`src/rtl/keypad_pkg.sv`:
```
// keypad_pkg: scan-code constants, key-class and FSM state types for keypad_number_entry.
package keypad_pkg;
  localparam logic [8:0] SC_0        = 9'h045;
  localparam logic [8:0] SC_1        = 9'h016;
  localparam logic [8:0] SC_2        = 9'h01E;
  localparam logic [8:0] SC_3        = 9'h026;
  localparam logic [8:0] SC_4        = 9'h025;
  localparam logic [8:0] SC_5        = 9'h02E;
  localparam logic [8:0] SC_6        = 9'h036;
  localparam logic [8:0] SC_7        = 9'h03D;
  localparam logic [8:0] SC_8        = 9'h03E;
  localparam logic [8:0] SC_9        = 9'h046;
  localparam logic [8:0] SC_KP_0     = 9'h070;
  localparam logic [8:0] SC_KP_1     = 9'h069;
  localparam logic [8:0] SC_KP_2     = 9'h072;
  localparam logic [8:0] SC_KP_3     = 9'h07A;
  localparam logic [8:0] SC_KP_4     = 9'h06B;
  localparam logic [8:0] SC_KP_5     = 9'h073;
  localparam logic [8:0] SC_KP_6     = 9'h074;
  localparam logic [8:0] SC_KP_7     = 9'h06C;
  localparam logic [8:0] SC_KP_8     = 9'h075;
  localparam logic [8:0] SC_KP_9     = 9'h07D;
  localparam logic [8:0] SC_ENTER    = 9'h05A;
  localparam logic [8:0] SC_KP_ENTER = 9'h15A;
  localparam logic [8:0] SC_BKSP     = 9'h066;
  localparam logic [8:0] SC_ESC      = 9'h076;
  typedef enum logic [2:0] {KC_DIGIT, KC_ENTER, KC_BKSP, KC_ESC, KC_OTHER} key_class_t;
  typedef enum logic {S_IDLE, S_HELD} state_t;
endpackage

```
`src/rtl/keypad_number_entry_bcd_to_bin.sv`:
```
// bcd_to_bin: combinational packed-BCD to binary converter, most significant digit first.
module bcd_to_bin #(
  parameter int DIGITS = 2,
  parameter int VAL_W  = $clog2(10**DIGITS)
) (
  input  logic [4*DIGITS-1:0] i_bcd,
  output logic [VAL_W-1:0]    o_bin
);
  localparam int AW = VAL_W + 4;
  logic [AW-1:0] w_acc;
  always_comb begin
    w_acc = '0;
    for (int i = DIGITS - 1; i >= 0; i--)
      w_acc = w_acc * AW'(10) + {{VAL_W{1'b0}}, i_bcd[4*i +: 4]};
    o_bin = VAL_W'(w_acc);
  end
endmodule

```
`src/rtl/keypad_number_entry.sv`:
```
// keypad_number_entry: multi-digit decimal entry with one-key lockout and range-checked commit.
// Define KEYPAD_NUMPAD_EN to also accept numpad digits and keypad Enter.
module keypad_number_entry
  import keypad_pkg::*;
#(
  parameter int DIGITS    = 2,
  parameter int MIN_VALUE = 1,
  parameter int MAX_VALUE = 25,
  parameter int VAL_W     = $clog2(10**DIGITS)
) (
  input  logic                         clk,
  input  logic                         rst,
  input  logic                         key_valid,
  input  logic [8:0]                   last_change,
  input  logic [511:0]                 key_down,
  input  logic                         clear,
  output logic [4*DIGITS-1:0]          bcd_digits,
  output logic [$clog2(DIGITS+1)-1:0]  digit_count,
  output logic                         busy,
  output logic                         commit_pulse,
  output logic [VAL_W-1:0]             commit_value,
  output logic                         reject_pulse
);
  localparam int BW = 4 * DIGITS;
  localparam int CW = $clog2(DIGITS + 1);
  localparam logic [VAL_W-1:0] MIN_V = VAL_W'(MIN_VALUE);
  localparam logic [VAL_W-1:0] MAX_V = VAL_W'(MAX_VALUE);
  state_t           r_state, w_state;
  logic [8:0]       r_held, w_held;
  logic [BW-1:0]    r_buf, w_buf;
  logic [CW-1:0]    r_cnt, w_cnt;
  logic [VAL_W-1:0] r_val, w_val, w_bin;
  logic             r_commit, w_commit, r_reject, w_reject;
  key_class_t       w_class;
  logic [3:0]       w_digit;
  logic             w_make, w_break;
  assign w_make  = key_valid && key_down[last_change];
  assign w_break = key_valid && !key_down[last_change];
  bcd_to_bin #(.DIGITS(DIGITS), .VAL_W(VAL_W)) u_bcd_to_bin (
    .i_bcd (r_buf),
    .o_bin (w_bin)
  );
  always_comb begin
    w_class = KC_DIGIT;
    w_digit = 4'd0;
    case (last_change)
      SC_0:        w_digit = 4'd0;
      SC_1:        w_digit = 4'd1;
      SC_2:        w_digit = 4'd2;
      SC_3:        w_digit = 4'd3;
      SC_4:        w_digit = 4'd4;
      SC_5:        w_digit = 4'd5;
      SC_6:        w_digit = 4'd6;
      SC_7:        w_digit = 4'd7;
      SC_8:        w_digit = 4'd8;
      SC_9:        w_digit = 4'd9;
`ifdef KEYPAD_NUMPAD_EN
      SC_KP_0:     w_digit = 4'd0;
      SC_KP_1:     w_digit = 4'd1;
      SC_KP_2:     w_digit = 4'd2;
      SC_KP_3:     w_digit = 4'd3;
      SC_KP_4:     w_digit = 4'd4;
      SC_KP_5:     w_digit = 4'd5;
      SC_KP_6:     w_digit = 4'd6;
      SC_KP_7:     w_digit = 4'd7;
      SC_KP_8:     w_digit = 4'd8;
      SC_KP_9:     w_digit = 4'd9;
      SC_KP_ENTER: w_class = KC_ENTER;
`endif
      SC_ENTER:    w_class = KC_ENTER;
      SC_BKSP:     w_class = KC_BKSP;
      SC_ESC:      w_class = KC_ESC;
      default:     w_class = KC_OTHER;
    endcase
  end
  // clear still lets the lockout be taken, it only suppresses the buffer action
  always_comb begin
    w_state  = r_state;
    w_held   = r_held;
    w_buf    = r_buf;
    w_cnt    = r_cnt;
    w_val    = r_val;
    w_commit = 1'b0;
    w_reject = 1'b0;
    if (r_state == S_IDLE && w_make && w_class != KC_OTHER) begin
      w_state = S_HELD;
      w_held  = last_change;
      if (!clear)
        case (w_class)
          KC_DIGIT:
            if (r_cnt < CW'(DIGITS)) begin
              w_buf = (r_buf << 4) | BW'(w_digit);
              w_cnt = r_cnt + CW'(1);
            end else
              w_reject = 1'b1;
          KC_BKSP:
            if (r_cnt != '0) begin
              w_buf = r_buf >> 4;
              w_cnt = r_cnt - CW'(1);
            end
          KC_ESC: begin
            w_buf = '0;
            w_cnt = '0;
          end
          KC_ENTER:
            if (r_cnt != '0 && w_bin >= MIN_V && w_bin <= MAX_V) begin
              w_val    = w_bin;
              w_commit = 1'b1;
              w_buf    = '0;
              w_cnt    = '0;
            end else
              w_reject = 1'b1;
          default: ;
        endcase
    end else if (r_state == S_HELD && w_break && last_change == r_held)
      w_state = S_IDLE;
    if (clear) begin
      w_buf = '0;
      w_cnt = '0;
    end
  end
  always_ff @(posedge clk or posedge rst)
    if (rst) begin
      r_state  <= S_IDLE;
      r_held   <= '0;
      r_buf    <= '0;
      r_cnt    <= '0;
      r_val    <= '0;
      r_commit <= 1'b0;
      r_reject <= 1'b0;
    end else begin
      r_state  <= w_state;
      r_held   <= w_held;
      r_buf    <= w_buf;
      r_cnt    <= w_cnt;
      r_val    <= w_val;
      r_commit <= w_commit;
      r_reject <= w_reject;
    end
  assign bcd_digits   = r_buf;
  assign digit_count  = r_cnt;
  assign busy         = (r_state == S_HELD);
  assign commit_pulse = r_commit;
  assign commit_value = r_val;
  assign reject_pulse = r_reject;
endmodule
```
`config.mk`:
```
export PLATFORM = sky130hd
export DESIGN_NAME = keypad_number_entry
export DESIGN_NICKNAME = d
export VERILOG_FILES = /design/src/rtl/keypad_pkg.sv /design/src/rtl/keypad_number_entry_bcd_to_bin.sv /design/src/rtl/keypad_number_entry.sv
export SDC_FILE = /design/constraint.sdc
export NUM_CORES = 1
export LEC_CHECK = 0
export ABC_AREA = 1
export BUFFER_PORTS_ARGS = -buffer_cell sky130_fd_sc_hd__buf_4
export CELL_PAD_IN_SITES_DETAIL_PLACEMENT = 2
export CELL_PAD_IN_SITES_GLOBAL_PLACEMENT = 2
export CORE_ASPECT_RATIO = 0.8
export CORE_UTILIZATION = 18
export CTS_BUF_LIST = sky130_fd_sc_hd__clkbuf_2 sky130_fd_sc_hd__clkbuf_4 sky130_fd_sc_hd__clkbuf_8
export DETAILED_ROUTE_END_ITERATION = 10
export GPL_TIMING_DRIVEN = 0
export PLACE_DENSITY = 0.95
export REMOVE_ABC_BUFFERS = 1
export SYNTH_ARGS = -nofsm -noshare
export SYNTH_HDL_FRONTEND = slang
export SYNTH_HIERARCHICAL = 1
export SYNTH_SLANG_ARGS = --single-unit
export TNS_END_PERCENT = 1
```
`constraint.sdc`:
```
create_clock -name clk -period 3.55 [get_ports clk]
set_input_delay 0.355 -clock clk [delete_from_list [all_inputs] [get_ports clk]]
set_output_delay 0.355 -clock clk [all_outputs]
set_load 0.03 [all_outputs]
```
==> flow_metrics.py <==
metrics = {
    "status": {
        "status": "finished clean",
    },
    "finish": {
        "layout-drive-gt1-share": 0.290,
        "syn2layout_area_growth_pct": 61.7,
        "fin_nets": 2614,
    },
    "power_and_ir_drop": {
        "leakage_nw": 6.91,
        "power.density_nw_per_um2": 161,
        "irDropWorstVdd_mv": 0.109,
        "power_mw": 1.99,
    },
    "synthesis": {
        "yosysMostFrequentCell": "nand2_1",
        "ys.flop_type": "dfrtp_1",
        "synth-adder-area-share": 0.0167,
        "syn_area_per_cell_um2": 4.71,
        "netlist_area_um2": 7620,
        "synth_area_leaders": "nand2_1, nor2_1, o21ai_0",
        "syn_inst": 1617,
        "ys_ff_latch": 29,
        "synthMuxAreaShare": 0.00131,
        "ys_types": 43,
        "yosysSeqAreaShare": 0.0952,
        "synth_xor_area_frac": 0.00919,
        "synthSimpleGateAreaFrac": 0.562,
        "synth_compound_area_frac": 0.178,
        "synth_top_cell_by_area": "nand2_1",
        "synth_edf_count": 0,
        "yosysWarnings": 6,
        "synth_top_family_by_area": "simple AND/OR/NAND/NOR gates",
        "synth_common_cells": "nand2_1, nor2_1, o21ai_0, inv_1, nand3_1",
        "synthArstFlopShare": 1.00,
        "synth_top_area_share": 0.275,
    },
    "die": {
        "die_height_um": 186,
        "fp.dieW_um": 232,
        "start_util": 0.182,
        "row_count": 67,
        "core_um2": 41800,
        "dieArea_um2": 43200,
        "io_pins": 545,
    },
    "critical_path": {
        "cp.arrival_ns": 3.50,
        "crit_path_max_fanout": 6,
        "reg2reg_depth": 17,
        "start_kind": "flop",
        "critical_path_class": "reg2reg",
        "crit_required_ns": 3.72,
        "end_kind": "flop",
    },
    "timing": {
        "fin_skew_ns": 0.0137,
        "holdWs_ns": 0.353,
        "fin_crit_ns": 3.33,
        "finalMaxSlewViolations": 0,
        "max_slew_margin": 0.187,
        "rsz0062_at_grt": "no",
        "min_period_over_period": 0.939,
        "hold_violations": 0,
        "fin_ws_ns": 0.218,
        "clock.fmax_mhz": 300,
        "worst_pin_slew_ns": 1.22,
        "setup_viol": 0,
    },
    "clocking": {
        "clkTransAtPathRegs_ns": 0.08,
        "h-tree-depth": 2,
        "clock_latency_ns": 0.30,
        "cts_tree": "yes",
        "clockBufferDepth": 2,
        "cts_root_buf": "clkbuf_8",
        "cts-hold-fix-buffers": 0,
        "cts-buffers-inserted": 5,
        "numClockSinks": 29,
    },
    "placement": {
        "dp_hpwl_mm": 40.8,
        "dp_slack_ns": -0.747,
        "gp_congestion": 0.870,
        "place.port_buffers": 544,
    },
    "global_routing": {
        "grt_first_pass_wirelength_mm": 77.4,
        "grt_pass1_vias": 13954,
        "grt_antenna_before_repair": 4,
        "track_usage": 0.231,
        "gr-total-overflow": 0,
        "grt_max_degree": 157,
    },
    "route": {
        "ant_nets": 0,
        "drt_pass1_iterations": 5,
        "drtIter0Drc": 410,
        "wl_per_cell_um": 20.3,
        "vias": 12532,
        "finalWirelength_mm": 53.6,
        "vias_per_cell": 4.75,
        "drc": 0,
    },
    "min_path": {
        "hold_path_class": "in2reg",
        "whs_path_depth": 3,
    },
    "job": {
        "drv_cap": 0,
    },
}
state kept, by name, indices dropped and copies added (netlist names):
register      count
bcd_digits        8
busy              1
commit_pulse      1
commit_value      7
digit_count       2
r_held            9
reject_pulse      1
final cells by class:
type | count | area [µm²]
timing repair inverter | 1 | 11.3
clock inverter | 2 | 13.8
fill | 5311 | 29500
inverter | 129 | 523
clock buffer | 6 | 82.6
multi-input combinational | 1355 | 5870
tap | 552 | 691
sequential | 29 | 728
timing repair buffer | 559 | 4390
antenna | 4 | 10.0
logic make-up after synthesis:
logic type / after synthesis
and+or+nand+nor: 1080
AOI/OAI and AO/OA: 257
buffers and inverters: 233
DFF: 29
adders and majority gates: 9
xor gates and xnor gates: 8
muxes: 1
power by group:
part           internal [mW]  switching (mW)  total (mW)
registers              0.349          0.0170       0.366
logic                  0.616           0.698        1.31
clock network          0.157           0.152       0.310
through the flow:
stage,TNS (ns),utilization,instance area (µm²),cells
2_1_floorplan,0,-,7060,1513
3_3_place_gp,-94.72,0.283,11800,2609
3_5_place_dp,-19.40,0.287,12000,2615
4_1_cts,0,0.291,12200,2625
5_1_grt,0,0.295,12300,2637
6_report,0,0.295,12300,2637
final timing paths:
check | startpoint | endpoint | slack [ns]
setup reg to reg | bcd_digits[5]$_DFFE_PP0P_ | commit_value[4]$_DFFE_PP0P_ | 0.22
hold / removal | last_change[5] | r_held[5]$_DFFE_PP0P_ | 0.35
min in group asynchronous | rst | r_held[3]$_DFFE_PP0P_ | 0.38
setup / recovery | bcd_digits[5]$_DFFE_PP0P_ | commit_value[4]$_DFFE_PP0P_ | 0.22
max in group asynchronous | rst | bcd_digits[7]$_DFFE_PP0P_ | 2.35
hold reg to reg | commit_value[3]$_DFFE_PP0P_ | commit_value[3]$_DFFE_PP0P_ | 0.49
placed cells by master, fill, tap and decap left out, types with 3 or more instances in the layout:
cell      synthesis  layout
nand2_1         558     558
buf_4             8     548
nor2_1          409     406
o21ai_0         208     206
inv_1           120     119
nand3_1          80      80
dfrtp_1          29      27
o21ai_1          15      17
o22ai_1          17      17
nand4_1          11      11
inv_2             7       8
ha_1              7       7
o21ai_2           6       6
xor2_1            6       6
clkbuf_8          0       6
nand2_2           5       5
nor3_1            5       5
nor2_4            2       5
buf_16            0       5
diode_2           0       4
a21oi_1           3       3
buf_12            0       3
layer usage:
| metal | share of wire | track usage |
|---|---|---|
| met1 | 0.39 | 0.251 |
| met2 | 0.52 | 0.445 |
| met3 | 0.058 | 0.0377 |
| met4 | 0.033 | 0.0855 |
| met5 | 0 | 0 |
worst max-delay path, stage by stage (launching register included):
cell     delay [ns]
dfrtp_2        0.48
ha_1           0.33
ha_1           0.21
fa_1           0.54
nand2_2        0.08
nor2_1         0.12
nand2_1        0.08
nand3_1        0.08
nand2_1        0.07
nor2_2         0.12
o21ai_0        0.11
a211o_1        0.28
nor2_1         0.10
inv_1          0.08
nor2_4         0.18
nand2_2        0.16
nand2_1        0.11
nand2_1        0.08
timing repair:
item                                    in CTS  in global routing
gates resized for setup                      6                  9
pin swaps                                    2                  3
cloned                                       1                  3
setup buffers                                1                  5
endpoints found under the hold margin        0                  0
endpoints found under the setup margin      29                 28
(Power assumes the default switching activity.)
